===== src/rtl/matvec_pkg.sv =====
// rtl/matvec_pkg.sv - shared state type and default widths for the matvec scheduler
package matvec_pkg;

  localparam int MAX_ROWS_DEF = 64;
  localparam int MAX_COLS_DEF = 64;
  localparam int ROW_W        = $clog2(MAX_ROWS_DEF) + 1;
  localparam int COL_W        = $clog2(MAX_COLS_DEF) + 1;
  localparam int ENG_AW       = $clog2(MAX_ROWS_DEF * MAX_COLS_DEF);

  typedef enum logic [4:0] {
    S_IDLE  = 5'b00001,
    S_GRANT = 5'b00010,
    S_START = 5'b00100,
    S_RUN   = 5'b01000,
    S_DONE  = 5'b10000
  } sched_state_t;

endpackage


===== src/rtl/rr_arbiter.sv =====
// rtl/rr_arbiter.sv - combinational round-robin pick starting at a pointer
module rr_arbiter
  import matvec_pkg::*;
#(
  parameter int NUM_REQ = 4,
  localparam int IW = (NUM_REQ > 1) ? $clog2(NUM_REQ) : 1
) (
  input  logic [NUM_REQ-1:0] req_i,
  input  logic [IW-1:0]      ptr_i,
  output logic [NUM_REQ-1:0] onehot_o,
  output logic [IW-1:0]      index_o
);

  // Scan from ptr_i upward with wrap; the first requester seen wins.
  always_comb begin
    int   j;
    logic found;
    onehot_o = '0;
    index_o  = '0;
    found    = 1'b0;
    j        = 0;
    for (int i = 0; i < NUM_REQ; i++) begin
      j = int'(ptr_i) + i;
      if (j >= NUM_REQ) j = j - NUM_REQ;
      if (!found && req_i[j]) begin
        found       = 1'b1;
        index_o     = IW'(j);
        onehot_o[j] = 1'b1;
      end
    end
  end

endmodule


===== src/rtl/matvec_scheduler.sv =====
// rtl/matvec_scheduler.sv - shares one matvec engine among several clients
module matvec_scheduler
  import matvec_pkg::*;
#(
  parameter int NUM_REQ    = 4,
  parameter int MAX_ROWS   = MAX_ROWS_DEF,
  parameter int MAX_COLS   = MAX_COLS_DEF,
  parameter int BANDWIDTH  = 16,
  parameter int DATA_WIDTH = 16,
  parameter int MEM_AW     = 16,
  localparam int RW  = $clog2(MAX_ROWS) + 1,
  localparam int CW  = $clog2(MAX_COLS) + 1,
  localparam int EAW = $clog2(MAX_ROWS * MAX_COLS),
  localparam int VAW = $clog2(MAX_COLS),
  localparam int VW  = BANDWIDTH * 16,
  localparam int IW  = (NUM_REQ > 1) ? $clog2(NUM_REQ) : 1
) (
  input  logic                    clk,
  input  logic                    rst,
  input  logic [NUM_REQ-1:0]      req,
  input  logic [NUM_REQ*RW-1:0]   req_num_rows,
  input  logic [NUM_REQ*CW-1:0]   req_num_cols,
  input  logic [NUM_REQ*MEM_AW-1:0] req_mat_base,
  input  logic [NUM_REQ-1:0]      req_vec_we,
  input  logic [NUM_REQ*VAW-1:0]  req_vec_addr,
  input  logic [NUM_REQ*VW-1:0]   req_vec_data,
  output logic [NUM_REQ-1:0]      gnt,
  output logic [NUM_REQ-1:0]      done,
  output logic                    err,
  output logic [NUM_REQ-1:0]      res_valid,
  output logic [2*DATA_WIDTH-1:0] res_data,
  output logic [RW-1:0]           res_row,
  output logic                    mv_start,
  output logic [RW-1:0]           mv_num_rows,
  output logic [CW-1:0]           mv_num_cols,
  output logic                    mv_vec_we,
  output logic [VAW-1:0]          mv_vec_addr,
  output logic [VW-1:0]           mv_vec_data,
  input  logic [EAW-1:0]          mv_matrix_addr,
  input  logic                    mv_matrix_enable,
  input  logic [2*DATA_WIDTH-1:0] mv_result_out,
  input  logic                    mv_result_valid,
  input  logic                    mv_busy,
  output logic [MEM_AW-1:0]       mem_addr,
  output logic                    mem_enable
);

  sched_state_t        state_q, state_d;
  logic [IW-1:0]       owner_q, owner_d, rr_ptr_q, rr_ptr_d, pick_idx;
  logic [RW-1:0]       rows_q, rows_d, row_cnt_q, row_cnt_d;
  logic [CW-1:0]       cols_q, cols_d;
  logic [MEM_AW-1:0]   base_q, base_d;
  logic                busy_seen_q, busy_seen_d, err_q, err_d;
  logic [NUM_REQ-1:0]  gnt_q, gnt_d, pick_oh, owner_oh;

  rr_arbiter #(.NUM_REQ(NUM_REQ)) u_arb (
    .req_i    (req),
    .ptr_i    (rr_ptr_q),
    .onehot_o (pick_oh),
    .index_o  (pick_idx)
  );

  // Job state registers; a reset mid-job simply abandons the job.
  always_ff @(posedge clk or posedge rst) begin
    if (rst) begin
      state_q     <= S_IDLE;
      owner_q     <= '0;
      rr_ptr_q    <= '0;
      rows_q      <= '0;
      cols_q      <= '0;
      base_q      <= '0;
      row_cnt_q   <= '0;
      busy_seen_q <= 1'b0;
      err_q       <= 1'b0;
      gnt_q       <= '0;
    end else begin
      state_q     <= state_d;
      owner_q     <= owner_d;
      rr_ptr_q    <= rr_ptr_d;
      rows_q      <= rows_d;
      cols_q      <= cols_d;
      base_q      <= base_d;
      row_cnt_q   <= row_cnt_d;
      busy_seen_q <= busy_seen_d;
      err_q       <= err_d;
      gnt_q       <= gnt_d;
    end
  end

  // Next-state logic; a result strobe arriving outside S_RUN is a protocol error.
  always_comb begin
    state_d     = state_q;
    owner_d     = owner_q;
    rr_ptr_d    = rr_ptr_q;
    rows_d      = rows_q;
    cols_d      = cols_q;
    base_d      = base_q;
    row_cnt_d   = row_cnt_q;
    busy_seen_d = busy_seen_q;
    gnt_d       = gnt_q;
    err_d       = err_q | (mv_result_valid && (state_q != S_RUN));
    case (state_q)
      S_IDLE: begin
        if (|req) begin
          owner_d = pick_idx;
          rows_d  = req_num_rows[pick_idx*RW +: RW];
          cols_d  = req_num_cols[pick_idx*CW +: CW];
          base_d  = req_mat_base[pick_idx*MEM_AW +: MEM_AW];
          gnt_d   = pick_oh;
          state_d = S_GRANT;
        end
      end
      S_GRANT: begin
        if (rows_q == '0 || cols_q == '0) begin
          err_d   = 1'b1;
          state_d = S_DONE;
        end else begin
          state_d = S_START;
        end
      end
      S_START: state_d = S_RUN;
      S_RUN: begin
        if (mv_busy) busy_seen_d = 1'b1;
        if (mv_result_valid) row_cnt_d = row_cnt_q + RW'(1);
        if (busy_seen_q && !mv_busy) state_d = S_DONE;
      end
      S_DONE: begin
        if (row_cnt_q != rows_q) err_d = 1'b1;
        rr_ptr_d    = (owner_q == IW'(NUM_REQ - 1)) ? '0 : owner_q + IW'(1);
        busy_seen_d = 1'b0;
        row_cnt_d   = '0;
        gnt_d       = '0;
        state_d     = S_IDLE;
      end
      default: state_d = S_IDLE;
    endcase
  end

  // Output decode, result routing and vector forwarding from the current owner.
  always_comb begin
    owner_oh          = '0;
    owner_oh[owner_q] = 1'b1;
    mv_vec_we         = 1'b0;
    mv_vec_addr       = '0;
    mv_vec_data       = '0;
    if (|gnt_q) begin
      mv_vec_we   = req_vec_we[owner_q];
      mv_vec_addr = req_vec_addr[owner_q*VAW +: VAW];
      mv_vec_data = req_vec_data[owner_q*VW +: VW];
    end
    done       = (state_q == S_DONE) ? owner_oh : '0;
    res_valid  = (state_q == S_RUN && mv_result_valid) ? owner_oh : '0;
    mv_start   = (state_q == S_START);
    mem_enable = (state_q == S_RUN) && mv_matrix_enable;
  end

  assign gnt         = gnt_q;
  assign err         = err_q;
  assign res_data    = mv_result_out;
  assign res_row     = row_cnt_q;
  assign mv_num_rows = rows_q;
  assign mv_num_cols = cols_q;
  assign mem_addr    = base_q + MEM_AW'(mv_matrix_addr);

endmodule


===== config.mk =====
export PLATFORM = sky130hd
export DESIGN_NAME = matvec_scheduler
export DESIGN_NICKNAME = d
export VERILOG_FILES = /design/src/rtl/matvec_pkg.sv /design/src/rtl/rr_arbiter.sv /design/src/rtl/matvec_scheduler.sv
export SDC_FILE = /design/constraint.sdc
export NUM_CORES = 1
export LEC_CHECK = 0
export ABC_AREA = 1
export BUFFER_PORTS_ARGS = -buffer_cell sky130_fd_sc_hd__buf_4
export CAP_MARGIN = 20
export CORE_AREA = 2 2 615 617
export DETAILED_ROUTE_END_ITERATION = 8
export DIE_AREA = 0 0 617 619
export PLACE_DENSITY_LB_ADDON = 0.08
export SKIP_CTS_REPAIR_TIMING = 1
export SYNTH_ARGS = -nofsm -noshare
export SYNTH_HDL_FRONTEND = slang
export SYNTH_SLANG_ARGS = --single-unit

===== constraint.sdc =====
create_clock -name clk -period 2.2 [get_ports clk]
set_input_delay 0.44 -clock clk [delete_from_list [all_inputs] [get_ports clk]]
set_output_delay 0.44 -clock clk [all_outputs]
set_load 0.005 [all_outputs]

==> summary.txt, run 1 <==
Logic synthesis
  • Avg Inst Size Synth: a little under 5 um2
  • Post-synthesis mux area share: 0%
  • Post-Synthesis Cells: 2761
  • Ys flop type: dfrtp_1
  • XOR/XNOR Fraction of Synth Area: 1.37%
  • Simple-Gate Fraction of Synth Area: between 40% and 50%
  • Sequential area share after synthesis: 9.70%
  • Yosys warns: 0
  • Most frequent cells after synthesis: nor2_1 (1077), o21ai_0 (538), nand2_1 (297), a21oi_1 (286), clkbuf_1 (175)
  • #FFs+latches synth: 52
  • Post-synth ARST share: 100%
  • Synth Area in Compound Gates: a little under a third
  • Ranking of synthesized cells by area: nor2_1 (30%), o21ai_0 (20%), a21oi_1 (11%)
  • EDFF count, synth: 0
  • Most common cell in the netlist: nor2_1
  • Synth Net Count: 4008
  • Mapped Area: 13400 um2
  • Post-Synth Adder-Cell Area: 2.11%
  • Cell accounting for the most synthesized area: nor2_1
  • Largest family of logic cells by synthesized area: simple AND/OR/NAND/NOR gates
  • Yosys top cell area share: 30.1%
  • Cell variety after synth: 42

Timing
  • Setup TNS: -113.19 ns
  • Final Hold Fails: 0
  • Final setup violation count: 312
  • Least-Margin Pin Slew: roughly 0.68 ns
  • RSZ-0062 raised after global routing: yes
  • Slack of the critical path: -0.520 ns
  • Worst hold-check slack: 0.128 ns
  • Tmin final: 2.72 ns
  • Max frequency: 368 MHz
  • Clock Skew: 0.0157 ns
  • Slew HR: 54.5%
  • Ratio of final minimum period to clock period: 124%
  • Final number of max-transition violations: 0

Floorplanning
  • Row cnt: ~230
  • Die Wd: 617 um
  • Core ar.: about 370000 um2
  • Initial core utilization: under 10%
  • Die ar.: 382000 um2
  • IO Pins: 1572
  • Chip Height: 619 um

Pwr
  • VDD IR-drop max: roughly 420 uV
  • Pleak: approximately 16 nW
  • Final Power: 0.0507 W
  • PwrDens: 1360 nW/um2

Clocking
  • CTS Buffer Depth: 2
  • Clock sinks: 52
  • Root Buffer: clkbuf_16
  • Num CTS Buffers: 5
  • CTS HTree Levels: 2
  • Clk slew on worst S/H paths: 0.10 ns
  • Clock Latency Late Sink: 0.36 ns
  • TritonCTS clock tree: built

Setup path
  • Critical-path cell list: buf_12, buf_16, buf_12, buf_4, nor2_1, nor2_1, o21ai_0, a21oi_1, buf_4
  • Critical Path AT: 2.28 ns
  • CP startpoint kind: flip-flop
  • Buffers & Inverters on Critical Path: 5
  • Kind of critical path: reg2out
  • Slowest CP cell: dfrtp_4
  • Critical path's top delay family: buffers and inverters
  • Max stage delay on crit path: 0.53 ns
  • Crit. End Element: output port
  • Maximum fanout along the worst path: 6
  • Req. time, crit path: 1.76 ns

Finish
  • Layout cells sized above 1: 51.9%
  • P&R area growth vs syn: 178%
  • # fillers: roughly 44000
  • Fin area: 37400 um2
  • Post-route insts no fill: 9538
  • Footprint of the multi-input gates: roughly 12000 um2
  • Sequential Area: 1310 um2
  • Final nets: 5756

Drt
  • Vias per cell: around 2.8
  • DRT Wirelength: 278000 um
  • Vias: 26800
  • Residual DRC count: 0
  • Initial detailed-routing violation count: between 1500 and 2000
  • Drt wl/cell: 29.1 um
  • DRT antenna net count: 0
  • Drt pass-1 iters: 7

Place
  • PortBufs: 1507
  • DPL Wire Length: between 200000 and 250000 um
  • Instance area at placement: around 34000 um2
  • Placed Cells incl. Taps: 9402
  • Global placer's final weighted congestion: 0.865

Global routing
  • Global route overflow: 0
  • Initial antenna violation count: 229
  • GRT Util Overall: 13.2%
  • First-pass GRT wire length: 323000 um
  • Largest net degree at the start of global routing: 55
  • Vias in the first global route: 27000

Worst hold path
  • Hold Crit Class: in2async

Outcome
  • Violated checks: negative setup slack
  • Outcome: finished with violations

Flow run
  • Max-cap violations: 0
-- per-stage QoR --
step	setup slack (ns)	utilization (%)
final	-0.520	9.97
after global routing	-0.579	9.96
after CTS	-1.11	8.99
after detailed placement	-0.671	8.95
after global placement	-0.687	8.95
after floorplan	0.00689	-
-- cells by family (layout without fill, tap and decap cells) --
| kind of cell | Yosys count | in the layout |
|---|---|---|
| AO/OA/AOI/OAI | 839 | 839 |
| XOR/XNOR | 21 | 21 |
| adder cells (fa/ha/maj) | 22 | 22 |
| buffers and inverters | 331 | 2080 |
| flip-flops | 52 | 52 |
| other | 0 | 34 |
| AND/OR/NAND/NOR | 1496 | 1496 |
-- sequential cells by signal, summed over array words and instances, names as in the netlist, 2 cells and up --
name	flops
gnt	4
base_q	16
mv_num_cols	7
rr_ptr_q	2
mv_num_rows	7
state_q	5
owner_q	2
res_row	7
-- layout make-up --
| type | instances | share of cell area (%) |
|---|---|---|
| Timing Repair Buffer | 2000 | 46.0 |
| Tap cell | 4994 | 16.7 |
| Clock buffer | 6 | 0.372 |
| Sequential cell | 52 | 3.52 |
| Clock inverter | 2 | 0.0402 |
| Multi-Input combinational cell | 2378 | 32.2 |
| Inverter | 72 | 0.898 |
| Antenna cell | 34 | 0.228 |
-- where the power goes --
part           switching, W  leakage [nW]  internal (W)
Combinational        0.0270          15.5        0.0208
Sequential         0.000519         0.649       0.00139
Clock              0.000530        0.0693      0.000459
Total                0.0280          16.2        0.0227
-- cell usage in the layout, fill, tap and decap left out, drive strengths merged, types with 2 or more instances in the layout --
cell type	instances
clkbuf	41
clkinv	2
clkinvlp	2
a22oi	5
ha	21
nand4	10
nor2	1082
nor3	4
buf	1965
a31oi	2
o21bai	2
inv	70
nor4	6
o21ai	541
xor2	16
nand2	312
dfrtp	51
a21oi	286
diode	34
xnor2	5
nand3	80
-- routing by layer --
metal	vias to the layer above	GRT usage, %	part of all wire, %	wire, um
met5	-	0	0.19	519
met1	12600	15.5	41	113000
li1	12600	-	-	-
met4	82	1.75	1.5	4200
met3	352	3.87	6.9	19100
met2	1166	23.9	51	141000
-- final timing paths --
| check | start | end | slack (ns) | depth (start not counted) |
|---|---|---|---|---|
| max | owner_q[0] | mv_vec_data[211] | -0.52 | 9 |
| min | rst | res_row[2] | 0.13 | 2 |
| max reg2reg | rr_ptr_q[0] | base_q[10] | -0.30 | 11 |
| min reg2reg | base_q[11] | base_q[11] | 0.50 | 2 |
| max in group asynchronous | rst | base_q[6] | 1.42 | 3 |
| min in group clk | mv_result_valid | err | 0.32 | 3 |
Power figures use the tool's default switching activity.
==> inputs of run 2 (changes only) <==
--- a/config.mk
+++ b/config.mk
@@ -17,2 +17,3 @@
 export SYNTH_HDL_FRONTEND = slang
 export SYNTH_SLANG_ARGS = --single-unit
+export TNS_END_PERCENT = 30
==> constraint.sdc (replaced) <==
create_clock -name clk -period 2.2 [get_ports clk]
set_input_delay 0.44 -clock clk [delete_from_list [all_inputs] [get_ports clk]]
set_output_delay 0.44 -clock clk [all_outputs]
set_load 0.01 [all_outputs]
==> run 2 against run 1 <==
The run still ends with negative setup slack left. Critical path depth down 2. Flip-flop and latch count unchanged. Worst hold slack worse by 0.094 ns. Routed wire length down 3.5%. Non-clock buffer count down 75. Via count down 1.3%. Worst setup slack worse by 0.13 ns. Clock skew down 0.0094 ns.
==> summary.txt, run 2 (synthesis results as in run 1) <==
Outcome
  • Outcome: finished with violations
  • Violated checks: negative setup slack

Global routing
  • GRT Util Overall: 13.2% (about the same)
  • First-pass GRT wire length: 323000 um (-0.10%)
  • Largest net degree at the start of global routing: 66 (+20%)
  • Vias in the first global route: 26700 (-1.2%)
  • Initial antenna violation count: 221 (-3.5%)
  • Global route overflow: 0 (unchanged)

Timing
  • Tmin final: 2.85 ns (+0.134 ns)
  • Slew HR: 47.2% (-7.3 points)
  • Final number of max-transition violations: 0 (unchanged)
  • Least-Margin Pin Slew: 0.784 ns (+0.104 ns)
  • RSZ-0062 raised after global routing: yes
  • Clock Skew: 0.00627 ns (-0.00939 ns)
  • Max frequency: 350 MHz (-4.7%)
  • Final Hold Fails: 0 (unchanged)
  • Final setup violation count: 315 (+0.96%)
  • Slack of the critical path: -0.654 ns (-0.134 ns)
  • Ratio of final minimum period to clock period: 130% (+6.1 points)

Setup path
  • CP startpoint kind: flip-flop
  • Critical Path AT: 2.41 ns (+0.13 ns)
  • R2r setup slk: -0.27 ns (+0.03 ns)
  • Start of the worst register-to-register path: rr_ptr_q[0]
  • Worst R2R End: base_q[10]
  • Kind of critical path: reg2out
  • Req. time, crit path: 1.76 ns (about the same)
  • Crit. End Element: output port
  • R2R depth: 11 (unchanged)
  • Maximum fanout along the worst path: 16 (+10)

Clocking
  • Root Buffer: clkbuf_16
  • CTS Buffer Depth: 2 (unchanged)
  • CTS HTree Levels: 2 (unchanged)
  • Clk slew on worst S/H paths: 0.09 ns (about the same)
  • Num CTS Buffers: 5 (unchanged)
  • TritonCTS clock tree: built
  • Clock Latency Late Sink: 0.34 ns (-0.02 ns)
  • Clock sinks: 52 (unchanged)

Finish
  • Layout cells sized above 1: 47.2% (-4.6 points)
  • Largest Register: base_q
  • Commonest cells after routing, fill and taps aside: buf_4 (1814), nor2_1 (1056), o21ai_0 (458)
  • Final nets: 5681 (-1.3%)
  • Fin util: 9.36% (-0.61 points)
  • Commonest non-fill, non-tap cell in the layout: buf_4
  • Max FFs per register: 16 (unchanged)
  • P&R area growth vs syn: 161%

Floorplanning
  • Die Wd: 617 um (unchanged)
  • Row cnt: 225 (unchanged)
  • Core ar.: 375000 um2 (unchanged)
  • Chip Height: 619 um (unchanged)
  • Die ar.: 382000 um2 (unchanged)
  • IO Pins: 1572 (unchanged)
  • Initial core utilization: 3.58% (unchanged)

Pwr
  • VDD IR-drop max: 368 uV (-12%)
  • PwrDens: 1360 nW/um2 (+0.16%)
  • Pleak: 15.4 nW (-4.7%)

Place
  • Dpl ws: -0.557 ns (+0.114 ns)
  • DPL Wire Length: 243000 um (about the same)
  • Global placer's final weighted congestion: 0.869 (+0.54%)
  • PortBufs: 1507 (unchanged)

Flow run
  • Max-cap violations: 0 (unchanged)

Drt
  • Drt pass-1 iters: 6 (-1)
  • DRT Wirelength: 268000 um (-3.5%)
  • Residual DRC count: 0 (unchanged)
  • DRT antenna net count: 0 (unchanged)
  • Initial detailed-routing violation count: 1589 (+0.76%)
  • Vias: 26400 (-1.3%)
  • Drt wl/cell: 28.3 um (-2.7%)
  • Vias per cell: 2.79 (-0.48%)

Worst hold path
  • Hold Crit Class: in2async
-- run 2: worst max-delay path by stage --
stage,startpoint,end,slack (ns),cells past startpoint
after global routing,owner_q[0],mv_vec_data[235],-0.68,9
final,owner_q[0],mv_vec_data[132],-0.65,7
after global placement,owner_q[0],mv_vec_data[165],-0.54,9
after floorplan,mv_matrix_addr[0],mem_addr[10],-0.06,8
after detailed placement,owner_q[0],mv_vec_data[165],-0.56,9
after CTS,owner_q[0],mv_vec_data[165],-0.96,9
-- run 2: critical path, stage by stage, from the launching register on --
cell	delay (ns)
dfrtp_4	0.48
buf_12	0.15
clkinv_8	0.07
buf_12	0.15
buf_6	0.19
o21ai_0	0.64
a21oi_1	0.15
buf_4	0.19
-- run 2: cell type report --
class,instances,area (um2)
fillers,44500,340000
clock inverters,3,47.5
inverters,72,303
diodes,30,75.1
repair buffers,1925,15700
multi-input cells,2378,11200
flip-flops and latches,52,1320
well taps,4994,6250
clock buffers,5,125
-- run 2: routing by layer --
metal	up-vias	routed length (um)	track usage, %
li1	12400	-	-
met1	12500	110000	15.6
met2	1176	135000	23.8
met3	339	18800	3.93
met4	76	3740	1.48
met5	-	497	0
-- run 2: power by group --
part | total (W) | switching [W] | internal [W]
registers | 0.00197 | 0.000569 | 0.00140
logic | 0.0447 | 0.0264 | 0.0183
clock network | 0.00105 | 0.000508 | 0.000546
-- run 2: per-stage QoR --
step / instance area (um2) / total power [W] / setup TNS, ns / instances / hold WS, ns
after floorplan: 13500 / 0.0183 / -0.0616 / 2761 / 0.453
after global placement: 33600 / 0.0461 / -44.63 / 9392 / 0.412
after detailed placement: 33600 / 0.0458 / -45.23 / 9392 / 0.410
after CTS: 33700 / 0.0471 / -157.89 / 9400 / 0.0160
after global routing: 35000 / 0.0519 / -157.01 / 9437 / 0.0316
final: 35100 / 0.0477 / -114.26 / 9459 / 0.0344
==> inputs of run 3 (changes only) <==
==> constraint.sdc (replaced) <==
create_clock -name clk -period 2.2 [get_ports clk]
set_input_delay 0.66 -clock clk [delete_from_list [all_inputs] [get_ports clk]]
set_output_delay 0.66 -clock clk [all_outputs]
set_load 0.01 [all_outputs]
==> run 3 against run 2 <==
The flow still finishes with violations (negative setup slack). Flip-flop and latch count stayed put. Non-clock buffer count increased by 3. Global-route usage is 0.11 points higher. Worst hold slack better by 0.20 ns. Clock skew down 0.00085 ns. Final area grew 3.0%. Critical endpoint is now mv_vec_data[204]. Largest power group unchanged.
==> summary.txt, run 3 (synthesis results as in run 1) <==
Finish
  • Commonest non-fill, non-tap cell in the layout: buf_4
  • # fillers: 44400 (-0.39%)
  • Fin area: 36100 um2 (+3.0%)
  • Footprint of the multi-input gates: 12000 um2 (+6.4%)
  • Largest Register: base_q
  • Max FFs per register: 16 (unchanged)
  • Final nets: 5685 (+0.070%)
  • Fin util: 9.64% (+0.28 points)
  • Sequential Area: 1310 um2 (about the same)
  • Layout cells sized above 1: 50.4% (+3.2 points)
  • Commonest cells after routing, fill and taps aside: buf_4 (1781), nor2_1 (988), o21ai_0 (391)
  • P&R area growth vs syn: 169%

Global routing
  • Global route overflow: 0 (unchanged)
  • Largest net degree at the start of global routing: 59 (-11%)
  • First-pass GRT wire length: 327000 um (+1.2%)
  • Vias in the first global route: 27000 (+1.3%)
  • GRT Util Overall: 13.3% (+0.11 points)
  • Initial antenna violation count: 209 (-5.4%)

Floorplanning
  • Chip Height: 619 um (unchanged)
  • Die Wd: 617 um (unchanged)
  • IO Pins: 1572 (unchanged)
  • Row cnt: 225 (unchanged)
  • Die ar.: 382000 um2 (unchanged)
  • Core ar.: 375000 um2 (unchanged)
  • Initial core utilization: 3.58% (unchanged)

Setup path
  • Crit. End Element: output port
  • Req. time, crit path: 1.54 ns (-0.22 ns)
  • Kind of critical path: reg2out
  • CP startpoint kind: flip-flop
  • Maximum fanout along the worst path: 11 (-5)
  • Critical Path AT: 2.39 ns (-0.02 ns)

Worst hold path
  • Hold Crit Class: in2async

Drt
  • Drt pass-1 iters: 5 (-1)
  • Drt wl/cell: 29.0 um (+2.3%)
  • Initial detailed-routing violation count: 1544 (-2.8%)
  • Residual DRC count: 0 (unchanged)
  • DRT Wirelength: 274000 um (+2.3%)
  • Vias: 26600 (+0.68%)
  • DRT antenna net count: 0 (unchanged)
  • Vias per cell: 2.81 (+0.67%)

Clocking
  • Root Buffer: clkbuf_16
  • Clock sinks: 52 (unchanged)
  • Num CTS Buffers: 5 (unchanged)
  • TritonCTS clock tree: built
  • Clk slew on worst S/H paths: 0.10 ns (about the same)
  • CTS Buffer Depth: 2 (unchanged)
  • CTS HTree Levels: 2 (unchanged)
  • Clock Latency Late Sink: 0.35 ns (about the same)

Place
  • DPL Wire Length: 245000 um (+0.70%)
  • Instance area at placement: 33300 um2 (-0.68%)
  • Global placer's final weighted congestion: 0.880 (+1.2%)
  • PortBufs: 1507 (unchanged)

Timing
  • Least-Margin Pin Slew: 0.793 ns (+0.00936 ns)
  • Max frequency: 327 MHz (-6.5%)
  • Final Hold Fails: 0 (unchanged)
  • Ratio of final minimum period to clock period: 139% (+9.1 points)
  • Final setup violation count: 318 (+0.95%)
  • RSZ-0062 raised after global routing: yes
  • Tmin final: 3.05 ns (+0.199 ns)
  • Slew HR: 47.0% (-0.20 points)
  • Slack of the critical path: -0.853 ns (-0.199 ns)
  • Final number of max-transition violations: 0 (unchanged)
  • Clock Skew: 0.00541 ns (-0.000855 ns)
  • Worst hold-check slack: 0.238 ns (+0.203 ns)

Pwr
  • VDD IR-drop max: 452 uV (+23%)
  • PwrDens: 1380 nW/um2 (+1.9%)
  • Pleak: 15.6 nW (+1.3%)

Outcome
  • Outcome: finished with violations
  • Violated checks: negative setup slack

Flow run
  • Max-cap violations: 0 (unchanged)
run 3: cell count changes in the layout (fill, tap and decap cells not counted), moves of 17 or more:
cell,change
nor2_2,+43
o21ai_2,+34
o21ai_1,+20
nor2_4,+25
a21oi_1,-31
buf_6,+17
o21ai_0,-67
buf_4,-33
a21oi_2,+26
nor2_1,-68
run 3: path summary, 6_finish.rpt:
path                             startpoint               end  slack [ns]  depth (start not counted)
worst min-delay path                    rst        base_q[13]        0.24                          2
worst min register to register          err               err        0.49                          2
worst max-delay path             owner_q[0]  mv_vec_data[204]       -0.85                          7
min in group clk                        err               err        0.49                          2
max in group asynchronous               rst        res_row[5]        1.18                          4
worst max register to register  rr_ptr_q[0]    mv_num_rows[6]       -0.35                         11
run 3: report_power, final:
group | total, W | leakage, nW | internal (W) | switching, W
Sequential | 0.00201 | 0.649 | 0.00139 | 0.000613
Combinational | 0.0470 | 14.9 | 0.0190 | 0.0280
Clock | 0.00103 | 0.0774 | 0.000463 | 0.000563
Total | 0.0500 | 15.6 | 0.0208 | 0.0292
run 3: routing by layer:
layer / track usage [%] / wire length [um] / vias to the layer above / share of wire [%]
li1: - / - / 12400 / -
met1: 15.3 / 109000 / 12700 / 40
met2: 24.3 / 140000 / 1128 / 51
met3: 4.64 / 21300 / 333 / 7.8
met4: 1.08 / 3570 / 118 / 1.3
met5: 0 / 756 / - / 0.28
run 3: layout make-up:
cell class	instances	area share (%)
well taps	4994	17.3
repair inverters	1	0.0450
clock buffers	6	0.384
multi-input cells	2378	33.1
flip-flops and latches	52	3.64
repair buffers	1928	44.4
diodes	27	0.187
clock inverters	2	0.0381
inverters	72	0.900
run 3: critical path: stages (launching register included):
cell	delay, ns
dfrtp_4	0.53
buf_12	0.16
clkinv_16	0.10
buf_12	0.14
buf_4	0.15
o21ai_0	0.16
a21oi_1	0.50
buf_4	0.24
run 3: stage by stage:
step | instances | setup TNS (ns) | setup WS [ns] | power, W
final | 9460 | -185.67 | -0.853 | 0.0500
after global routing | 9441 | -227.43 | -0.907 | 0.0541
after CTS | 9368 | -287.53 | -1.43 | 0.0468
after detailed placement | 9360 | -174.07 | -1.08 | 0.0455
after global placement | 9358 | -174.86 | -1.08 | 0.0459
after floorplan | 2761 | -15.73 | -0.500 | 0.0185
